File: src/rtl/rd3_sched_if.sv
// rd3_sched_if: sample-in, sample-out and butterfly buses of the radix-3 scheduler
interface rd3_sched_if #(
  parameter int D_SIZE = 13
);
  logic              s_vld;
  logic              s_rdy;
  logic [D_SIZE-1:0] s_re;
  logic [D_SIZE-1:0] s_im;
  logic              m_vld;
  logic              m_rdy;
  logic [D_SIZE+1:0] m_re;
  logic [D_SIZE+1:0] m_im;
  logic [1:0]        m_idx;
  logic              bf_di_vld;
  logic [D_SIZE-1:0] bf_in1_re, bf_in1_im, bf_in2_re, bf_in2_im, bf_in3_re, bf_in3_im;
  logic              bf_do_vld;
  logic [D_SIZE+1:0] bf_out1_re, bf_out1_im, bf_out2_re, bf_out2_im, bf_out3_re, bf_out3_im;
  modport master (
    input  s_vld, s_re, s_im, m_rdy, bf_do_vld,
    input  bf_out1_re, bf_out1_im, bf_out2_re, bf_out2_im, bf_out3_re, bf_out3_im,
    output s_rdy, m_vld, m_re, m_im, m_idx, bf_di_vld,
    output bf_in1_re, bf_in1_im, bf_in2_re, bf_in2_im, bf_in3_re, bf_in3_im
  );
  modport slave (
    output s_vld, s_re, s_im, m_rdy, bf_do_vld,
    output bf_out1_re, bf_out1_im, bf_out2_re, bf_out2_im, bf_out3_re, bf_out3_im,
    input  s_rdy, m_vld, m_re, m_im, m_idx, bf_di_vld,
    input  bf_in1_re, bf_in1_im, bf_in2_re, bf_in2_im, bf_in3_re, bf_in3_im
  );
endinterface

File: src/rtl/rd3_sched.sv
// rd3_sched: packs three serial samples into one radix-3 butterfly issue and serializes its results; RD3_SCHED_SAT_EN clips captured results to the D_SIZE range
module rd3_sched #(
  parameter int SIGN_BIT = 1,
  parameter int INT_BIT  = 6,
  parameter int FLT_BIT  = 6,
  parameter int D_SIZE   = SIGN_BIT + INT_BIT + FLT_BIT,
  parameter int TO_CYC   = 16
) (
  input  logic               clk,
  input  logic               n_rst,
  rd3_sched_if.master        bus,
  output logic               busy,
  output logic               err_timeout,
  output logic               err_spur,
  output logic [15:0]        grp_cnt,
  output logic               m_sat
);
  localparam int OW = D_SIZE + 2;
  localparam int TW = $clog2(TO_CYC + 1);
  typedef enum logic [1:0] {LOAD, FIRE, WAIT, SEND} state_t;
  state_t            state;
  logic [1:0]        slot;
  logic [TW-1:0]     timer;
  logic [D_SIZE-1:0] op_re [3];
  logic [D_SIZE-1:0] op_im [3];
  logic [OW-1:0]     res_re [3];
  logic [OW-1:0]     res_im [3];
  logic [OW-1:0]     cap_re [3];
  logic [OW-1:0]     cap_im [3];
  logic              bf_di_vld;
  logic              m_vld;
  logic [1:0]        m_idx;
`ifdef RD3_SCHED_SAT_EN
  function automatic logic [OW-1:0] fit(input logic [OW-1:0] x);
    return (&x[OW-1:D_SIZE-1] || ~|x[OW-1:D_SIZE-1]) ? x : {{3{x[OW-1]}}, {(D_SIZE-1){~x[OW-1]}}};
  endfunction
  // Sticky: set when any captured result had to be clipped
  always_ff @(posedge clk)
    if (n_rst) m_sat <= 1'b0;
    else if (state == WAIT && bus.bf_do_vld &&
             (cap_re[0] != bus.bf_out1_re || cap_im[0] != bus.bf_out1_im ||
              cap_re[1] != bus.bf_out2_re || cap_im[1] != bus.bf_out2_im ||
              cap_re[2] != bus.bf_out3_re || cap_im[2] != bus.bf_out3_im)) m_sat <= 1'b1;
`else
  function automatic logic [OW-1:0] fit(input logic [OW-1:0] x);
    return x;
  endfunction
  assign m_sat = 1'b0;
`endif
  // Butterfly results in the form they are stored for serialization
  always_comb begin
    cap_re[0] = fit(bus.bf_out1_re);
    cap_im[0] = fit(bus.bf_out1_im);
    cap_re[1] = fit(bus.bf_out2_re);
    cap_im[1] = fit(bus.bf_out2_im);
    cap_re[2] = fit(bus.bf_out3_re);
    cap_im[2] = fit(bus.bf_out3_im);
  end
  // Load three samples, issue, wait for result or timeout, then serialize three outputs
  always_ff @(posedge clk) begin
    if (n_rst) begin
      state       <= LOAD;
      slot        <= '0;
      timer       <= '0;
      bf_di_vld   <= 1'b0;
      m_vld       <= 1'b0;
      m_idx       <= '0;
      err_timeout <= 1'b0;
      err_spur    <= 1'b0;
      grp_cnt     <= '0;
      for (int i = 0; i < 3; i++) begin
        op_re[i]  <= '0;
        op_im[i]  <= '0;
        res_re[i] <= '0;
        res_im[i] <= '0;
      end
    end else begin
      if (bus.bf_do_vld && state != WAIT) err_spur <= 1'b1;
      case (state)
        LOAD: if (bus.s_vld) begin
          op_re[slot] <= bus.s_re;
          op_im[slot] <= bus.s_im;
          slot        <= slot == 2'd2 ? 2'd0 : slot + 2'd1;
          if (slot == 2'd2) begin
            state     <= FIRE;
            bf_di_vld <= 1'b1;
          end
        end
        FIRE: begin
          bf_di_vld <= 1'b0;
          timer     <= '0;
          state     <= WAIT;
        end
        WAIT: if (bus.bf_do_vld) begin
          for (int i = 0; i < 3; i++) begin
            res_re[i] <= cap_re[i];
            res_im[i] <= cap_im[i];
          end
          m_idx <= '0;
          m_vld <= 1'b1;
          state <= SEND;
        end else if (timer == TW'(TO_CYC - 1)) begin
          err_timeout <= 1'b1;
          state       <= LOAD;
        end else timer <= timer + 1'b1;
        SEND: if (bus.m_rdy) begin
          m_idx <= m_idx == 2'd2 ? 2'd0 : m_idx + 2'd1;
          if (m_idx == 2'd2) begin
            m_vld   <= 1'b0;
            grp_cnt <= grp_cnt + 16'd1;
            state   <= LOAD;
          end
        end
      endcase
    end
  end
  assign bus.s_rdy     = state == LOAD && !n_rst;
  assign busy          = state != LOAD || slot != 2'd0;
  assign bus.bf_di_vld = bf_di_vld;
  assign bus.bf_in1_re = op_re[0];
  assign bus.bf_in1_im = op_im[0];
  assign bus.bf_in2_re = op_re[1];
  assign bus.bf_in2_im = op_im[1];
  assign bus.bf_in3_re = op_re[2];
  assign bus.bf_in3_im = op_im[2];
  assign bus.m_vld     = m_vld;
  assign bus.m_idx     = m_idx;
  assign bus.m_re      = res_re[m_idx];
  assign bus.m_im      = res_im[m_idx];
endmodule

File: src/flat_wrapper.sv
// flat-port wrapper written by rule: the top's interface ports become plain ports
module rd3_sched_flat 
#(
  parameter int SIGN_BIT = 1,
  parameter int INT_BIT  = 6,
  parameter int FLT_BIT  = 6,
  parameter int D_SIZE   = SIGN_BIT + INT_BIT + FLT_BIT,
  parameter int TO_CYC   = 16
)
  (clk, n_rst, busy, err_timeout, err_spur, grp_cnt, m_sat, bus_s_vld, bus_s_re, bus_s_im, bus_m_rdy, bus_bf_do_vld, bus_bf_out1_re, bus_bf_out1_im, bus_bf_out2_re, bus_bf_out2_im, bus_bf_out3_re, bus_bf_out3_im, bus_s_rdy, bus_m_vld, bus_m_re, bus_m_im, bus_m_idx, bus_bf_di_vld, bus_bf_in1_re, bus_bf_in1_im, bus_bf_in2_re, bus_bf_in2_im, bus_bf_in3_re, bus_bf_in3_im);
  rd3_sched_if #(.D_SIZE(D_SIZE)) bus_i ();
  input  logic clk;
  input  logic n_rst;
  output logic busy;
  output logic err_timeout;
  output logic err_spur;
  output logic [15:0] grp_cnt;
  output logic m_sat;
  input wire logic [$bits(bus_i.s_vld)-1:0] bus_s_vld;
  input wire logic [$bits(bus_i.s_re)-1:0] bus_s_re;
  input wire logic [$bits(bus_i.s_im)-1:0] bus_s_im;
  input wire logic [$bits(bus_i.m_rdy)-1:0] bus_m_rdy;
  input wire logic [$bits(bus_i.bf_do_vld)-1:0] bus_bf_do_vld;
  input wire logic [$bits(bus_i.bf_out1_re)-1:0] bus_bf_out1_re;
  input wire logic [$bits(bus_i.bf_out1_im)-1:0] bus_bf_out1_im;
  input wire logic [$bits(bus_i.bf_out2_re)-1:0] bus_bf_out2_re;
  input wire logic [$bits(bus_i.bf_out2_im)-1:0] bus_bf_out2_im;
  input wire logic [$bits(bus_i.bf_out3_re)-1:0] bus_bf_out3_re;
  input wire logic [$bits(bus_i.bf_out3_im)-1:0] bus_bf_out3_im;
  output wire logic [$bits(bus_i.s_rdy)-1:0] bus_s_rdy;
  output wire logic [$bits(bus_i.m_vld)-1:0] bus_m_vld;
  output wire logic [$bits(bus_i.m_re)-1:0] bus_m_re;
  output wire logic [$bits(bus_i.m_im)-1:0] bus_m_im;
  output wire logic [$bits(bus_i.m_idx)-1:0] bus_m_idx;
  output wire logic [$bits(bus_i.bf_di_vld)-1:0] bus_bf_di_vld;
  output wire logic [$bits(bus_i.bf_in1_re)-1:0] bus_bf_in1_re;
  output wire logic [$bits(bus_i.bf_in1_im)-1:0] bus_bf_in1_im;
  output wire logic [$bits(bus_i.bf_in2_re)-1:0] bus_bf_in2_re;
  output wire logic [$bits(bus_i.bf_in2_im)-1:0] bus_bf_in2_im;
  output wire logic [$bits(bus_i.bf_in3_re)-1:0] bus_bf_in3_re;
  output wire logic [$bits(bus_i.bf_in3_im)-1:0] bus_bf_in3_im;
  assign bus_i.s_vld = bus_s_vld;
  assign bus_i.s_re = bus_s_re;
  assign bus_i.s_im = bus_s_im;
  assign bus_i.m_rdy = bus_m_rdy;
  assign bus_i.bf_do_vld = bus_bf_do_vld;
  assign bus_i.bf_out1_re = bus_bf_out1_re;
  assign bus_i.bf_out1_im = bus_bf_out1_im;
  assign bus_i.bf_out2_re = bus_bf_out2_re;
  assign bus_i.bf_out2_im = bus_bf_out2_im;
  assign bus_i.bf_out3_re = bus_bf_out3_re;
  assign bus_i.bf_out3_im = bus_bf_out3_im;
  assign bus_s_rdy = bus_i.s_rdy;
  assign bus_m_vld = bus_i.m_vld;
  assign bus_m_re = bus_i.m_re;
  assign bus_m_im = bus_i.m_im;
  assign bus_m_idx = bus_i.m_idx;
  assign bus_bf_di_vld = bus_i.bf_di_vld;
  assign bus_bf_in1_re = bus_i.bf_in1_re;
  assign bus_bf_in1_im = bus_i.bf_in1_im;
  assign bus_bf_in2_re = bus_i.bf_in2_re;
  assign bus_bf_in2_im = bus_i.bf_in2_im;
  assign bus_bf_in3_re = bus_i.bf_in3_re;
  assign bus_bf_in3_im = bus_i.bf_in3_im;
  rd3_sched #(.SIGN_BIT(SIGN_BIT), .INT_BIT(INT_BIT), .FLT_BIT(FLT_BIT), .D_SIZE(D_SIZE), .TO_CYC(TO_CYC)) u_core (.clk(clk), .n_rst(n_rst), .bus(bus_i), .busy(busy), .err_timeout(err_timeout), .err_spur(err_spur), .grp_cnt(grp_cnt), .m_sat(m_sat));
endmodule
File: config.mk
export PLATFORM = sky130hd
export DESIGN_NAME = rd3_sched_flat
export DESIGN_NICKNAME = d
export VERILOG_FILES = /design/src/rtl/rd3_sched_if.sv /design/src/rtl/rd3_sched.sv /design/src/flat_wrapper.sv
export SDC_FILE = /design/constraint.sdc
export NUM_CORES = 1
export LEC_CHECK = 0
export CORE_ASPECT_RATIO = 1.75
export CORE_MARGIN = 2
export CORE_UTILIZATION = 40
export DETAILED_ROUTE_END_ITERATION = 8
export GPL_TIMING_DRIVEN = 1
export PLACE_DENSITY = 0.7
export SYNTH_ARGS = -nofsm -noshare
export SYNTH_HDL_FRONTEND = slang
export SYNTH_SLANG_ARGS = --single-unit
export TNS_END_PERCENT = 50
File: constraint.sdc
create_clock -name clk -period 11.8 [get_ports clk]
set_clock_uncertainty 0.05 [all_clocks]
set_input_delay 3.54 -clock clk [delete_from_list [all_inputs] [get_ports clk]]
set_output_delay 3.54 -clock clk [all_outputs]
set_load 0.005 [all_outputs]
==> flow_summary.yaml <==
run_status:
  status: "finished, final reports clean"
die:
  initial_core_util_pct: 40.3
  ioPinCount: 254
  die_h_um: 195
  rows: 70
  coreArea_mm2: 0.0208
  die_w_um: 113
  die_area_mm2: 0.0221
grt:
  grt_pass1_wl_um: 28100
  grt_overflow_total: 0
  antenna_found_initial: 1
  grt_pass1_vias: 5495
  grt_max_degree: 91
  grt_util_all_layers_pct: 16.0
timing:
  tightest_slew_ns: 1.13
  finalHoldViolCount: 0
  fin_crit_sh_pct: 73.3
  setup_viol: 0
  maxSlewViolCount: 0
  slew_headroom_pct: 24.6
  fin_setup_tns_ns: 0
  rsz0062_at_grt: "false"
  min_period_ns: 8.65
  fmax_mhz: 116
worst_hold_path:
  hp-start: "u_core.bus.m_vld"
  hold_depth: 2
  min_path_type: "flip-flop to flip-flop"
  min_to: "u_core.bus.m_vld"
synth:
  syn_area_per_cell_um2: 13.1
  async_flop_share_pct: 0
  seq_area_frac_synth_pct: 68.2
  synth-seq-cells: 201
  synthTopCellsByArea: "edfxtp_1 (60%), and2_1 (13%), dfxtp_1 (7.9%)"
  synth_top_flop_cell: "edfxtp_1"
  synth_edf_count: 168
  yosysUniqueCellTypes: 48
  synth_top_area_cell: "edfxtp_1"
  syn-instance-count: 637
  yosysWarnings: 0
  synth_commonest_cells: "and2_1 (168), edfxtp_1 (168), nand2_1 (43)"
  synth_area_mm2: 0.00837
  synth_top_area_share_pct: 60.3
  synth_nets: 761
power_and_ir_drop:
  powerDensity_mw_per_mm2: 134
  irDropWorstVdd_mv: 0.119
  leakagePower_nw: 4.25
critical_path:
  rr_startpoint: "u_core.state[1]"
  cp-end-kind: "output pin"
  reg2reg_depth: 3
  required_ns: 8.21
  worstReg2RegEnd: "u_core.op_im[1][1]"
  crit_type: "input pin to output pin"
  worst-r2r-setup-slack_ns: 9.05
  cp.arrival_ns: 5.06
  crit_fanout: 40
  worstSetupStartpointType: "input pin"
clocking:
  clk_pin_slew_worst_paths_ns: 0.07
  tritoncts: "done"
  clk_latency_ns: 0.49
  cts_setup_buffers: 0
  clockRootBuffer: "clkbuf_16"
  htree_levels: 1
  hold_buffers: 0
  clockBufferDepth: 3
  ctsResizeCount: 0
  cts_made_buffers: 20
  cts_sinks: 201
routing:
  via_per_inst: 4.78
  firstDrtPassIters: 4
  wl_per_cell_um: 16.0
  routed-via-count: 5465
  drtAntennaViolNets: 0
  drc: 0
  drt-total-wl_um: 18300
  drtIter0Drc: 409
layout:
  design_area_mm2: 0.0118
  final-seq-area_mm2: 0.00571
  num-fill-cells: 1703
  multi_input_area_mm2: 0.00250
  area_delta_synth_final_pct: 40.7
  drive_gt1_share_pct: 5.95
  num-nets-final: 1002
run:
  max-cap-violations: 0
placement:
  gp_congestion: 0.789
  hpwlAfterDp_um: 12800
  io_buffers: 252
  postPlaceCellArea_mm2: 0.0111
==> final cells by class <==
class / instances / area share (%)
clock buffers: 24 / 4.56
flip-flops and latches: 201 / 48.5
diodes: 1 / 0.0213
inverters: 4 / 0.128
well taps: 252 / 2.68
repair buffers: 256 / 21.7
multi-input cells: 395 / 21.3
clock inverters: 11 / 1.17
==> worst max-delay path, stage by stage <==
cell,delay [ns]
clkdlybuf4s50_1,0.39
buf_4,0.26
nor3_1,0.26
clkdlybuf4s50_1,0.59
==> logic make-up (layout without fill, tap and decap cells) <==
logic type | after synthesis | in the layout | share of synthesized area [%]
AO/OA/AOI/OAI | 55 | 55 | 3.59
AND/OR/NAND/NOR | 294 | 294 | 20.7
XOR/XNOR | 11 | 11 | 1.15
adder cells (fa/ha/maj) | 3 | 3 | 0.449
buffers and inverters | 41 | 295 | 2.17
other | 1 | 2 | 0.0448
flip-flops | 201 | 201 | 68.2
multiplexers | 31 | 31 | 3.72
==> worst max path at each step <==
stage / from / end / cells past startpoint
after global routing: n_rst / bus_s_rdy / 4
after global placement: n_rst / bus_s_rdy / 4
after detailed placement: n_rst / bus_s_rdy / 4
after floorplan: n_rst / bus_s_rdy / 1
final: n_rst / bus_s_rdy / 4
after CTS: n_rst / bus_s_rdy / 4
==> placed cells by master (no fill, tap or decap), types with 2 or more instances in the layout <==
master / n
clkdlybuf4s50_1: 252
and2_1: 168
edfxtp_1: 168
nand2_1: 43
dfxtp_1: 31
mux2i_1: 30
o21ai_0: 30
nor2_1: 25
clkbuf_16: 21
a21oi_1: 13
nand3_1: 12
nor3_1: 8
xor2_1: 7
and3_1: 5
or2_2: 4
a31oi_1: 4
nand4_1: 4
xnor2_1: 4
buf_4: 4
inv_1: 3
nor2b_1: 3
o31ai_1: 3
or4_1: 3
nand2b_1: 3
ha_1: 3
clkinv_2: 3
bufinv_16: 3
clkbuf_1: 3
nand3b_1: 2
nor4_4: 2
a22oi_1: 2
dfxtp_2: 2
clkinvlp_4: 2
==> power breakdown <==
group | internal [mW] | total (mW) | switching, mW | leakage, nW
sequential | 0.798 | 0.806 | 0.00840 | 2.01
clock | 0.391 | 0.650 | 0.259 | 0.323
combinational | 0.0762 | 0.120 | 0.0435 | 1.91
==> through the flow <==
stage	setup slack, ns	power (mW)	std cells	hold slack, ns	util, %
floorplan	4.45	0.851	637	0.402	-
global placement	3.14	0.941	1108	0.399	53.4
detailed placement	3.14	0.943	1108	0.398	53.4
CTS	3.15	1.59	1143	0.407	56.7
global route	3.02	1.63	1144	0.450	56.7
finish	3.15	1.58	1144	0.404	56.7
==> routing by layer <==
metal / up-vias / wire, um / GRT usage [%] / part of all wire [%]
li1: 2706 / - / - / -
met1: 2526 / 6590 / 16.7 / 36
met2: 194 / 9970 / 30.7 / 55
met3: 39 / 1100 / 3.29 / 6.0
met4: 0 / 595 / 6.01 / 3.3
met5: - / 0 / 0 / 0
==> sequential cells by signal (all words and copies together), names as in the netlist, 5 cells and up, named ones only <==
signal	flops
u_core.grp_cnt	16
u_core.op_im	39
u_core.op_re	39
u_core.res_im	45
u_core.res_re	45
u_core.timer	5
(Power assumes the default switching activity.)
